`src/rtl/max_pool_2x2.sv`:
```
// rtl/max_pool_2x2.sv - 2x2 stride-2 max-pooling stage with packer valid codes
module max_pool_2x2 #(
    parameter int MAX_DIM = 16,
    parameter int DATA_W  = 8
) (
    input  logic              clk,
    input  logic              reset_b,
    input  logic              start,
    input  logic [4:0]        conv_dim,
    input  logic              conv_valid,
    input  logic [DATA_W-1:0] conv_data,
    input  logic              run_done,
    output logic [1:0]        valid_out,
    output logic [DATA_W-1:0] data_out,
    output logic              busy
);

    localparam int         CNT_W = $clog2(MAX_DIM);
    localparam int         LB_D  = MAX_DIM / 2;
    localparam int         LB_W  = $clog2(LB_D);
    localparam logic [4:0] MAX_N = 5'(MAX_DIM);

    typedef enum logic [1:0] {
        IDLE     = 2'd0,
        EVEN_ROW = 2'd1,
        ODD_ROW  = 2'd2
    } state_t;

    state_t            state;
    state_t            state_nxt;
    logic [4:0]        neff;
    logic [4:0]        neff_in;
    logic [4:0]        neff_m1;
    logic [CNT_W-1:0]  col;
    logic [CNT_W-1:0]  row;
    logic [DATA_W-1:0] h_reg;
    logic [DATA_W-1:0] lbuf [LB_D];
    logic [LB_W-1:0]   lb_idx;
    logic [DATA_W-1:0] lb_rd;
    logic              pending;
    logic              last_d1;

    logic start_ok;
    logic accept;
    logic last_col;
    logic last_row;
    logic emit;
    logic map_end;
    logic pooled_on_out;
    logic release_mark;
    logic immediate_mark;

    function automatic logic [DATA_W-1:0] umax(input logic [DATA_W-1:0] a,
                                                input logic [DATA_W-1:0] b);
        return (a > b) ? a : b;
    endfunction

    // Map side is floored to even and clamped to the line-buffer capacity.
    always_comb begin
        neff_in = conv_dim & ~5'd1;
        if (neff_in > MAX_N) begin
            neff_in = MAX_N;
        end
    end

    assign start_ok       = start && (state == IDLE) && (neff_in != 5'd0);
    assign accept         = conv_valid && (state != IDLE);
    assign neff_m1        = neff - 5'd1;
    assign last_col       = (5'(col) == neff_m1);
    assign last_row       = (5'(row) == neff_m1);
    assign lb_idx         = col[LB_W:1];
    assign lb_rd          = lbuf[lb_idx];
    assign emit           = accept && (state == ODD_ROW) && col[0];
    assign map_end        = emit && last_col && last_row;
    assign pooled_on_out  = (valid_out == 2'd1) || (valid_out == 2'd2);
    assign busy           = (state != IDLE);

    // A marker must never sit next to a pooled byte: it either goes out at once
    // from a quiet IDLE, or waits until two cycles after the map's last byte.
    assign release_mark   = last_d1 && (pending || run_done);
    assign immediate_mark = run_done && (state == IDLE) && !pooled_on_out && !last_d1;

    always_ff @(posedge clk or negedge reset_b) begin
        if (!reset_b) begin
            state <= IDLE;
        end else begin
            state <= state_nxt;
        end
    end

    always_comb begin
        state_nxt = state;
        case (state)
            IDLE: begin
                if (start_ok) begin
                    state_nxt = EVEN_ROW;
                end
            end
            EVEN_ROW: begin
                if (accept && last_col) begin
                    state_nxt = ODD_ROW;
                end
            end
            ODD_ROW: begin
                if (accept && last_col) begin
                    state_nxt = last_row ? IDLE : EVEN_ROW;
                end
            end
            default: state_nxt = IDLE;
        endcase
    end

    always_ff @(posedge clk or negedge reset_b) begin
        if (!reset_b) begin
            neff  <= 5'd0;
            col   <= '0;
            row   <= '0;
            h_reg <= '0;
            for (int i = 0; i < LB_D; i++) begin
                lbuf[i] <= '0;
            end
        end else begin
            if (start_ok) begin
                neff <= neff_in;
                col  <= '0;
                row  <= '0;
            end
            if (accept) begin
                if (last_col) begin
                    col <= '0;
                    row <= (state == ODD_ROW && last_row) ? '0 : row + 1'b1;
                end else begin
                    col <= col + 1'b1;
                end
                if (state == EVEN_ROW) begin
                    if (!col[0]) begin
                        h_reg <= conv_data;
                    end else begin
                        lbuf[lb_idx] <= umax(h_reg, conv_data);
                    end
                end else if (!col[0]) begin
                    h_reg <= umax(lb_rd, conv_data);
                end
            end
        end
    end

    always_ff @(posedge clk or negedge reset_b) begin
        if (!reset_b) begin
            valid_out <= 2'd0;
            data_out  <= '0;
            pending   <= 1'b0;
            last_d1   <= 1'b0;
        end else begin
            valid_out <= 2'd0;
            data_out  <= '0;
            if (emit) begin
                valid_out <= (map_end && neff[1]) ? 2'd2 : 2'd1;
                data_out  <= umax(h_reg, conv_data);
            end else if (release_mark || immediate_mark) begin
                valid_out <= 2'd3;
            end
            if (release_mark) begin
                pending <= 1'b0;
            end else if (run_done && !immediate_mark) begin
                pending <= 1'b1;
            end
            // Outside a map, any pooled byte on the output is that map's last one.
            last_d1 <= (state == IDLE) && pooled_on_out;
        end
    end

endmodule

```
`config.mk`:
```
export PLATFORM = sky130hd
export DESIGN_NAME = max_pool_2x2
export DESIGN_NICKNAME = d
export VERILOG_FILES = /design/src/rtl/max_pool_2x2.sv
export SDC_FILE = /design/constraint.sdc
export NUM_CORES = 1
export LEC_CHECK = 0
export CAP_MARGIN = 30
export CORE_AREA = 10 10 84 159
export CTS_CLUSTER_SIZE = 16
export DETAILED_ROUTE_END_ITERATION = 16
export DIE_AREA = 0 0 94 169
export GPL_TIMING_DRIVEN = 0
export PLACE_DENSITY = 0.66
export SYNTH_ARGS = -nofsm -noshare
export SYNTH_HDL_FRONTEND = slang
export SYNTH_SLANG_ARGS = --single-unit
```
`constraint.sdc`:
```
create_clock -name clk -period 6.5 [get_ports clk]
set_input_delay 1.625 -clock clk [delete_from_list [all_inputs] [get_ports clk]]
set_output_delay 1.625 -clock clk [all_outputs]
set_load 0.005 [all_outputs]
```
==> flow_summary.json, run 1 <==
{
  "viasPerCell": 6.32,
  "clk_pin_slew_ps": 70,
  "tns_ps": 0,
  "period_share_pct": 63.5,
  "synth_area_um2": 5320,
  "largest_reg_flops": 64,
  "diodes": 0,
  "clock_latency_ps": 350,
  "synthArstFlopShare_pct": 100,
  "wire_per_inst_um": 22.4,
  "setup.worst_path.end_class": "register",
  "grt_pass1_wl_um": 25100,
  "synthFlopType": "dfrtp_1",
  "postCtsSetupBuffers": 0,
  "drc_errors": 0,
  "antenna_found_initial": 0,
  "initial_core_util_pct": 49.2,
  "yosysWarningCount": 0,
  "drv_slew": 0,
  "synth_area_per_cell_um2": 10.2,
  "r2r.worst_path.cells": 10,
  "path_delay_family": "compound AO/OA/AOI/OAI gates",
  "rows": 54,
  "cap_violations": 0,
  "grt_max_degree": 59,
  "wirelength_um": 15900,
  "path_buf_inv": 3,
  "min_from": "last_d1",
  "h-tree-depth": 3,
  "r2r-end": "h_reg[0]",
  "via_count": 4468,
  "cp.arrival_ps": 4320,
  "cp_cell_sequence": "clkdlybuf4s50_1 > inv_1 > ha_1 > nor2b_1 > o211a_1 > o21ba_2 > buf_2 > o32ai_2 > o31ai_1",
  "place_inst": 691,
  "die_w_um": 94,
  "grt_pass1_vias": 4739,
  "cp_slowest_cell": "o32ai_2",
  "area_growth_pct": 14.1,
  "hpwl_um": 11800,
  "cts.path.max_buffers": 2,
  "hold_path.class": "reg2reg",
  "min_path_cells": 1,
  "ys_ff_latch": 98,
  "worst_pin_slew_ps": 822,
  "setup_viol": 0,
  "syn-num-nets": 560,
  "timing.rr.start": "col[3]",
  "numPortBuffers": 27,
  "ant_nets": 0,
  "slew_headroom_pct": 44.9,
  "fin_cells": 707,
  "period_needed_ps": 4130,
  "cts_sinks": 98,
  "status": "completed",
  "crit_path_start_kind": "input port",
  "ff2ff_setup_slack_ps": 3140,
  "overflow": 0,
  "cts_root_buf": "clkbuf_16",
  "drt_iter0_markers": 382,
  "track_usage_pct": 20.5,
  "yosysSeqAreaShare_pct": 46.1,
  "cts_resized": 0,
  "cts_buffers": 9,
  "vdd_drop_max_mv": 0.201,
  "crit_fanout": 9,
  "die_h_um": 169,
  "synthDistinctLibCells": 60,
  "cpPeakStageDelay_ps": 650,
  "crit_type": "in2reg",
  "layout-drive-gt1-share_pct": 12.0,
  "power_density_nw_per_um2": 392,
  "synth_enable_flop_cells": 0,
  "rsz0062_at_grt": "false",
  "die_area_um2": 15900,
  "nets": 599,
  "hold_violations": 0,
  "drtPass1Iterations": 8,
  "timing.critical_path.required_ps": 6690,
  "io_pins": 29,
  "worst_hold_path.endpoint": "pending",
  "postCtsHoldBufs": 0,
  "max_freq_mhz": 242,
  "gp_congestion": 0.858,
  "synth_cells": 523,
  "clock_skew_ps": 9.34,
  "p_leak_uw": 0.00261,
  "tritoncts": "done",
  "core_area_um2": 10800
}
## metal layers
metal,GRT usage [%],wire [µm],vias up
met2,37.3,8780,185
met5,0,0,-
met3,3.01,698,56
li1,-,-,2037
met4,13.4,943,0
met1,20.7,5440,2190
## worst reg2reg max path: stages (launching register included)
cell and delay [ps]:
dfrtp_1 380, buf_2 300, buf_2 340, mux4_2 350
mux2_2 300, ha_1 310, a21oi_1 90, or2_2 290
o2111a_1 240, or4_1 520, o211ai_1 150
## worst max-delay path by stage
stage / to / cells after the start / slack [ps] / from
finish: lbuf[60] / 9 / 2370 / conv_data[1]
global route: lbuf[26] / 8 / 2190 / conv_data[7]
CTS: lbuf[60] / 9 / 2410 / conv_data[1]
detailed placement: lbuf[60] / 9 / 2070 / conv_data[1]
global placement: data_out[7] / 1 / 240 / reset_b
floorplan: lbuf[0] / 8 / 3100 / conv_data[1]
## cell families after synthesis
logic type               synth area share (%)
adder cells (fa/ha/maj)                  4.47
multiplexers                             6.82
AO/OA/AOI/OAI                            22.1
flip-flops                               46.1
XOR/XNOR                                 1.15
buffers and inverters                    3.55
AND/OR/NAND/NOR                          15.8
## cell usage after synthesis, types with 4 or more instances
master	count	area, µm²
o21ai_1	10	50.1
dfrtp_1	98	2450
buf_2	7	35.0
o21ai_0	13	65.1
buf_1	9	33.8
mux2_2	10	113
nor2_1	16	60.1
nand2_1	89	334
nor2b_1	5	31.3
o31ai_1	70	526
ha_1	19	238
nand2b_1	9	56.3
nor3_1	23	115
mux4_2	8	180
xor2_1	4	35.0
o211ai_1	6	45.0
inv_1	14	52.6
a21oi_1	15	75.1
buf_4	4	30.0
clkbuf_1	4	15.0
nand3_1	16	80.1
mux2i_1	7	70.1
o32ai_2	8	130
## layout by cell type, fill, tap and decap left out, types with 13 or more instances in the layout
| master | instances |
|---|---|
| ha_1 | 19 |
| dfrtp_1 | 98 |
| clkdlybuf4s50_1 | 26 |
| o31ai_1 | 70 |
| inv_1 | 14 |
| o21ai_0 | 13 |
| nor2_1 | 16 |
| nor3_1 | 23 |
| nand3_1 | 16 |
| nand2_1 | 89 |
| a21oi_1 | 15 |
## layout make-up
cell class                      instances  area (µm²)
Buffer                                 26         136
Tap cell                              140         175
Sequential cell                        98        2450
Inverter                               14        52.6
Clock inverter                          5        38.8
Fill cell                             991        4740
Clock buffer                           11         243
Multi-Input combinational cell        385        2680
Timing Repair Buffer                   28         295
## per-stage QoR
step / utilization (%) / power [µW] / setup WS [ps] / instance area (µm²) / hold WS, ps
2_1_floorplan: - / 1570 / 3100 / 5320 / 426
3_3_place_gp: 53.3 / 1830 / 239 / 5760 / 436
3_5_place_dp: 53.6 / 1870 / 2070 / 5790 / 454
4_1_cts: 56.2 / 2380 / 2410 / 6070 / 465
5_1_grt: 56.2 / 2520 / 2190 / 6070 / 489
6_report: 56.2 / 2380 / 2370 / 6070 / 462
## report_power, final
group | total, µW | switching, µW | leakage [µW] | internal [µW]
combinational | 971 | 583 | 0.00120 | 388
clock | 507 | 235 | 0.000136 | 272
sequential | 902 | 107 | 0.00127 | 795
total | 2380 | 926 | 0.00261 | 1450
No activity file was read; power rests on OpenSTA's default activity.
==> run 2, diff against run 1 <==
==> constraint.sdc (replaced) <==
create_clock -name clk -period 3.9 [get_ports clk]
set_input_delay 0.975 -clock clk [delete_from_list [all_inputs] [get_ports clk]]
set_output_delay 0.975 -clock clk [all_outputs]
set_load 0.005 [all_outputs]
==> results of run 2 <==
Same layout as run 1 (identical final DEF). Status: completed.
Among the figures that moved: setup slack after placement 2070 ps -> 115 ps; setup slack after layout 2370 ps -> 423 ps; register-to-register setup slack 3140 ps -> 540 ps; total power 2380 µW -> 3970 µW; worst IR drop on VDD 0.201 mV -> 0.335 mV
